## config.mk

```make
export PLATFORM = sky130hd
export DESIGN_NAME = cache_refill_ctrl_v2
export DESIGN_NICKNAME = d
export VERILOG_FILES = /design/src/rtl/cache_refill_ctrl_v2.sv
export SDC_FILE = /design/constraint.sdc
export NUM_CORES = 1
export LEC_CHECK = 0
export CAP_MARGIN = 15
export CORE_MARGIN = 2
export CORE_UTILIZATION = 45
export CTS_CLUSTER_DIAMETER = 60
export DETAILED_ROUTE_END_ITERATION = 10
export PLACE_DENSITY = 0.81
export SETUP_SLACK_MARGIN = 0.02
export SYNTH_ARGS = -nofsm -noshare
export SYNTH_HDL_FRONTEND = slang
export SYNTH_SLANG_ARGS = --single-unit
```

## constraint.sdc

```tcl
create_clock -name clk -period 2.39 [get_ports clk]
set_input_delay 0.478 -clock clk [delete_from_list [all_inputs] [get_ports clk]]
set_output_delay 0.478 -clock clk [all_outputs]
set_load 0.02 [all_outputs]
```

## src/rtl/cache_refill_ctrl_v2.sv

```systemverilog
// cache_refill_ctrl_v2: shared I/D line refill and dirty write-back engine.
// Streams words over the SPI master word port and gates the core clock.
`timescale 1ns/1ps
module cache_refill_ctrl_v2 #(
  parameter int ADDR_W        = 32,
  parameter int DATA_W        = 32,
  parameter int LINE_WORDS    = 4,
  parameter int D_FIRST       = 1,
  parameter int BUBBLE_CYCLES = 5
) (
  input  logic                          clk,
  input  logic                          rst_n,
  input  logic                          i_miss_req,
  input  logic [ADDR_W-1:0]             i_miss_addr,
  input  logic                          d_miss_req,
  input  logic [ADDR_W-1:0]             d_miss_addr,
  input  logic                          d_victim_dirty,
  input  logic [ADDR_W-1:0]             d_victim_addr,
  input  logic [DATA_W-1:0]             d_victim_data,
  output logic [$clog2(LINE_WORDS)-1:0] victim_idx,
  output logic                          i_refill_we,
  output logic                          d_refill_we,
  output logic [ADDR_W-1:0]             refill_addr,
  output logic [DATA_W-1:0]             refill_data,
  output logic                          i_miss_ack,
  output logic                          d_miss_ack,
  output logic [ADDR_W-1:0]             spi_address,
  output logic [DATA_W-1:0]             spi_store,
  output logic [DATA_W/8-1:0]           write_strobe,
  output logic                          spi_addr_valid,
  input  logic                          spi_ready,
  input  logic [DATA_W-1:0]             spi_fetch,
  output logic                          set_clk_enable,
  output logic                          core_bubble,
  output logic                          busy
);
  localparam int BYTES = DATA_W / 8;
  localparam int WI_W  = $clog2(LINE_WORDS);
  localparam int LB    = $clog2(LINE_WORDS * BYTES);
  localparam int BC_W  = (BUBBLE_CYCLES > 1) ? $clog2(BUBBLE_CYCLES) : 1;
  localparam logic [ADDR_W-1:0] LMASK =
    ~((ADDR_W'(1) << LB) - ADDR_W'(1));

  typedef enum logic [1:0] {IDLE, WB, FILL, BUBBLE} state_t;

  state_t              state_q;
  logic [WI_W-1:0]     wcnt_q;
  logic [BC_W-1:0]     bcnt_q;
  logic                sel_d_q;
  logic                done_q;
  logic [ADDR_W-1:0]   miss_base_q;
  logic [ADDR_W-1:0]   vic_base_q;
  logic [ADDR_W-1:0]   spi_addr_q;
  logic                valid_q;
  logic [BYTES-1:0]    wstrb_q;
  logic                clk_en_q;
  logic                bubble_q;
  logic                i_we_q;
  logic                d_we_q;
  logic [ADDR_W-1:0]   raddr_q;
  logic [DATA_W-1:0]   rdata_q;
  logic                i_ack_q;
  logic                d_ack_q;

  function automatic logic [ADDR_W-1:0] word_addr(
    input logic [ADDR_W-1:0] base,
    input logic [WI_W-1:0]   k
  );
    return base + ADDR_W'(k) * ADDR_W'(BYTES);
  endfunction

  // A slice whose ack is on the wire has not yet dropped its request.
  logic            i_req_m, d_req_m, d_win, fire, last;
  logic [WI_W-1:0] wcnt_nxt;
  logic [ADDR_W-1:0] i_base, d_base, v_base;

  assign i_req_m  = i_miss_req & ~i_ack_q;
  assign d_req_m  = d_miss_req & ~d_ack_q;
  assign d_win    = d_req_m & ((D_FIRST != 0) | ~i_req_m);
  assign fire     = valid_q & spi_ready;
  assign last     = (wcnt_q == WI_W'(LINE_WORDS - 1));
  assign wcnt_nxt = wcnt_q + WI_W'(1);
  assign i_base   = i_miss_addr & LMASK;
  assign d_base   = d_miss_addr & LMASK;
  assign v_base   = d_victim_addr & LMASK;

  // Service sequencer: arbitration, write-back, refill, bubble.
  always_ff @(posedge clk or negedge rst_n) begin
    if (!rst_n) begin
      state_q     <= IDLE;
      wcnt_q      <= '0;
      bcnt_q      <= '0;
      sel_d_q     <= 1'b0;
      done_q      <= 1'b0;
      miss_base_q <= '0;
      vic_base_q  <= '0;
      spi_addr_q  <= '0;
      valid_q     <= 1'b0;
      wstrb_q     <= '0;
      clk_en_q    <= 1'b1;
      bubble_q    <= 1'b0;
      i_we_q      <= 1'b0;
      d_we_q      <= 1'b0;
      raddr_q     <= '0;
      rdata_q     <= '0;
      i_ack_q     <= 1'b0;
      d_ack_q     <= 1'b0;
    end else begin
      i_we_q  <= 1'b0;
      d_we_q  <= 1'b0;
      i_ack_q <= 1'b0;
      d_ack_q <= 1'b0;
      unique case (state_q)
        IDLE: begin
          if (i_req_m | d_req_m) begin
            sel_d_q     <= d_win;
            miss_base_q <= d_win ? d_base : i_base;
            vic_base_q  <= v_base;
            wcnt_q      <= '0;
            valid_q     <= 1'b1;
            clk_en_q    <= 1'b0;
            if (d_win & d_victim_dirty) begin
              state_q    <= WB;
              spi_addr_q <= v_base;
              wstrb_q    <= '1;
            end else begin
              state_q    <= FILL;
              spi_addr_q <= d_win ? d_base : i_base;
              wstrb_q    <= '0;
            end
          end
        end
        WB: begin
          if (fire) begin
            wcnt_q <= wcnt_nxt;
            if (last) begin
              state_q    <= FILL;
              spi_addr_q <= miss_base_q;
              wstrb_q    <= '0;
            end else begin
              spi_addr_q <= word_addr(vic_base_q, wcnt_nxt);
            end
          end
        end
        FILL: begin
          if (done_q) begin
            done_q   <= 1'b0;
            i_ack_q  <= ~sel_d_q;
            d_ack_q  <= sel_d_q;
            clk_en_q <= 1'b1;
            if (BUBBLE_CYCLES == 0) begin
              state_q <= IDLE;
            end else begin
              state_q  <= BUBBLE;
              bubble_q <= 1'b1;
              bcnt_q   <= BC_W'(BUBBLE_CYCLES - 1);
            end
          end else if (fire) begin
            i_we_q  <= ~sel_d_q;
            d_we_q  <= sel_d_q;
            raddr_q <= spi_addr_q;
            rdata_q <= spi_fetch;
            wcnt_q  <= wcnt_nxt;
            if (last) begin
              done_q  <= 1'b1;
              valid_q <= 1'b0;
            end else begin
              spi_addr_q <= word_addr(miss_base_q, wcnt_nxt);
            end
          end
        end
        BUBBLE: begin
          if (bcnt_q == '0) begin
            state_q  <= IDLE;
            bubble_q <= 1'b0;
          end else begin
            bcnt_q <= bcnt_q - BC_W'(1);
          end
        end
        default: state_q <= IDLE;
      endcase
    end
  end

  assign victim_idx     = wcnt_q;
  assign spi_store      = (state_q == WB) ? d_victim_data : '0;
  assign spi_address    = spi_addr_q;
  assign write_strobe   = wstrb_q;
  assign spi_addr_valid = valid_q;
  assign i_refill_we    = i_we_q;
  assign d_refill_we    = d_we_q;
  assign refill_addr    = raddr_q;
  assign refill_data    = rdata_q;
  assign i_miss_ack     = i_ack_q;
  assign d_miss_ack     = d_ack_q;
  assign set_clk_enable = clk_en_q;
  assign core_bubble    = bubble_q;
  assign busy           = (state_q != IDLE);

endmodule

```

==> impl_metrics.yaml <==
synthesis:
  synth_area_mm2: 0.008273
  ys_types: 40
  synth_edf_count: 0
  synthArstFlopShare_pct: 100.0
  syn_avg_cell_area_um2: 12.17
  ys_ff_latch: 165
  ys_seq_area_share_pct: 49.92
  yosys_warnings: 0
  synth_cells: 680
  ys.flop_type: "dfrtp_1"
worst_setup_path:
  reg2reg_to: "spi_address[15]"
  worstPathRequired_ns: 2.70
  rr_startpoint: "state_q[0]"
  rrSetupSlack_ns: 0.1
  critPathMaxFanout: 9
  arrival_ns: 2.60
  startpoint: "state_q[0]"
  critPathKind: "reg -> reg"
  ff2ff_path_depth: 7
  critical_path.endpoint_type: "flop"
  start_kind: "flop"
grt:
  grt.overflow.total: 0
  track_usage_pct: 24.49
  grt_pass1_vias: 6955
  grt_antenna_before_repair: 0
  grt_pass1_wl_um: 37490
  grt_max_degree: 60
cells_and_area:
  final_common_cell: "clkdlybuf4s50_1"
  regArea_mm2: 0.004130
  drive_above_1_share_pct: 25.25
  layout_common_cells: "clkdlybuf4s50_1 (256), dfrtp_1 (164), mux2_2 (98), mux2i_1 (58), o21ai_0 (39)"
  multiInputGateArea_mm2: 0.003882
  areaGrowthSynthToFinish_pct: 49.32
  fin_nets: 1155
  diodes: 0
  fillerInstances: 1337
power_and_ir_drop:
  power.density_mw_per_mm2: 1416
  total_power_mw: 17.49
  vdd_drop_max_mv: 0.8519
  leakage_nw: 5.319
die:
  die-height_um: 139.6
  die_area_mm2: 0.01949
  dieWidth_um: 139.6
  fp-row-count: 49
  initial_core_util_pct: 45.90
  ioPinCount: 308
  coreArea_mm2: 0.01802
cts:
  path_clk_slew_ns: 0.07
  root_buffer: "clkbuf_16"
  numCtsBuffers: 17
  clock_sinks: 165
  clock_latency_ns: 0.43
  htree_levels: 4
  cts_tree: "yes"
  clock_path_buffers: 2
placed_design:
  dp_hpwl_um: 16990
  io_buffer_count: 291
  gp_congestion: 0.8334
detailed_routing:
  via_per_inst: 5.441
  drtAntennaViolNets: 0
  first_pass_iters: 4
  drc: 0
  wire_per_inst_um: 19.93
  drtIter0Drc: 289
  finalWirelength_um: 24300
  dr_total_vias: 6633
sta:
  setup_violations: 0
  maxSlewHeadroom_pct: 57.36
  tns_ns: 0
  finalCriticalPeriod_ns: 2.292
  worstMarginPinSlew_ns: 0.6386
  slew_viol_final: 0
  post-route-period-util_pct: 95.91
  max_freq_mhz: 436.3
  skew_ns: 0.01348
  hold_viol: 0
hold_path:
  hold-path-cell-count: 2
  worst_hold_path_type: "reg -> reg"
  hold_end: "miss_base_q[20]"
  hp-start: "miss_base_q[20]"
run_status:
  status: "completed"
run:
  cap_violations: 0
[power breakdown]
group	switching (mW)	leakage, nW	total, mW	internal (mW)
sequential	0.872	2.00	5.07	4.20
clock	1.27	0.273	2.68	1.41
combinational	4.61	3.05	9.73	5.12
[cells by family (layout without fill, tap and decap cells)]
group / count (synthesis) / in the layout / share of synthesized area, %
other: 1 / 4 / 0.04533
buffers and inverters: 68 / 374 / 4.053
AOI/OAI and AO/OA: 115 / 115 / 9.498
adders and majority gates: 12 / 12 / 1.815
and+or+nand+nor: 124 / 125 / 7.638
DFF: 165 / 165 / 49.92
muxes: 195 / 195 / 27.03
[repair_timing]
item,4_1_cts,5_1_grt
setup endpoints to repair,34,41
setup buffers,0,4
resized for setup,99,3
pin swaps,0,2
hold endpoints to repair,27,0
hold buffers,1,0
cloned,0,2
[sequential cells by signal, summed over array words and instances, names as in the netlist, 2 cells and up]
register,flops
miss_base_q,28
victim_idx,2
vic_base_q,28
refill_addr,30
refill_data,32
spi_address,30
state_q,2
bcnt_q,3
[area by class of cell]
type / count / share of cell area, %
repair buffers: 332 / 27.83
well taps: 229 / 2.319
clock inverters: 14 / 1.124
flip-flops and latches: 165 / 33.43
multi-input cells: 451 / 31.43
inverters: 10 / 0.3039
clock buffers: 18 / 3.555
[Yosys cell counts, types with 2 or more instances]
cell      instances  share of area, %
a211oi_1         28               2.5
a21oi_1           7              0.42
a221oi_1         28               3.0
a22o_1            2              0.21
and2_1           32               2.4
and3_1            2              0.15
buf_1             7              0.32
buf_2            19               1.1
buf_4             7              0.64
buf_6             4              0.54
clkbuf_1         21              0.95
dfrtp_1         164                50
ha_1             12               1.8
inv_1             8              0.36
inv_2             2             0.091
mux2_1            9               1.2
mux2_2           98                13
mux2_4           30               5.4
mux2i_1          58               7.0
nand2_1          37               1.7
nand2b_1          4              0.30
nand3_1           6              0.36
nor2_1            7              0.32
nor2b_1           3              0.23
nor3_1           29               1.8
o21ai_0          39               2.4
o311ai_0          2              0.21
o31ai_1           3              0.27
[critical path, cell delays in order (launching register included)]
cell,delay (ns)
dfrtp_1,0.50
inv_1,0.15
ha_1,0.24
or2_0,0.20
a21oi_1,0.32
and3_4,0.30
buf_12,0.16
mux2_4,0.31
[how the worst max path moves through the flow]
| stage | to | cells after the start |
|---|---|---|
| after floorplan | spi_address[10] | 7 |
| after global placement | spi_address[15] | 5 |
| after detailed placement | spi_address[15] | 5 |
| after CTS | spi_store[11] | 5 |
| after global routing | spi_address[13] | 7 |
| final | spi_address[15] | 7 |
[metal layers]
layer  share of wire (%)  track usage (%)
met1                  42            30.38
met2                  50            43.09
met3                 6.6            5.953
met4                 1.3            6.263
met5                   0                0
[per-stage QoR]
stage	setup slack (ns)	util, %	std cells	hold WS [ns]	area [um^2]
CTS	0.04314	67.81	1213	0.4872	12220
finish	0.09781	68.53	1219	0.4873	12350
global placement	-0.01441	64.32	1180	0.3742	11590
global route	-0.008445	68.53	1219	0.5110	12350
floorplan	0.3132	-	683	0.1824	8284
detailed placement	-0.03082	64.32	1180	0.3748	11590
Power figures use the tool's default switching activity.
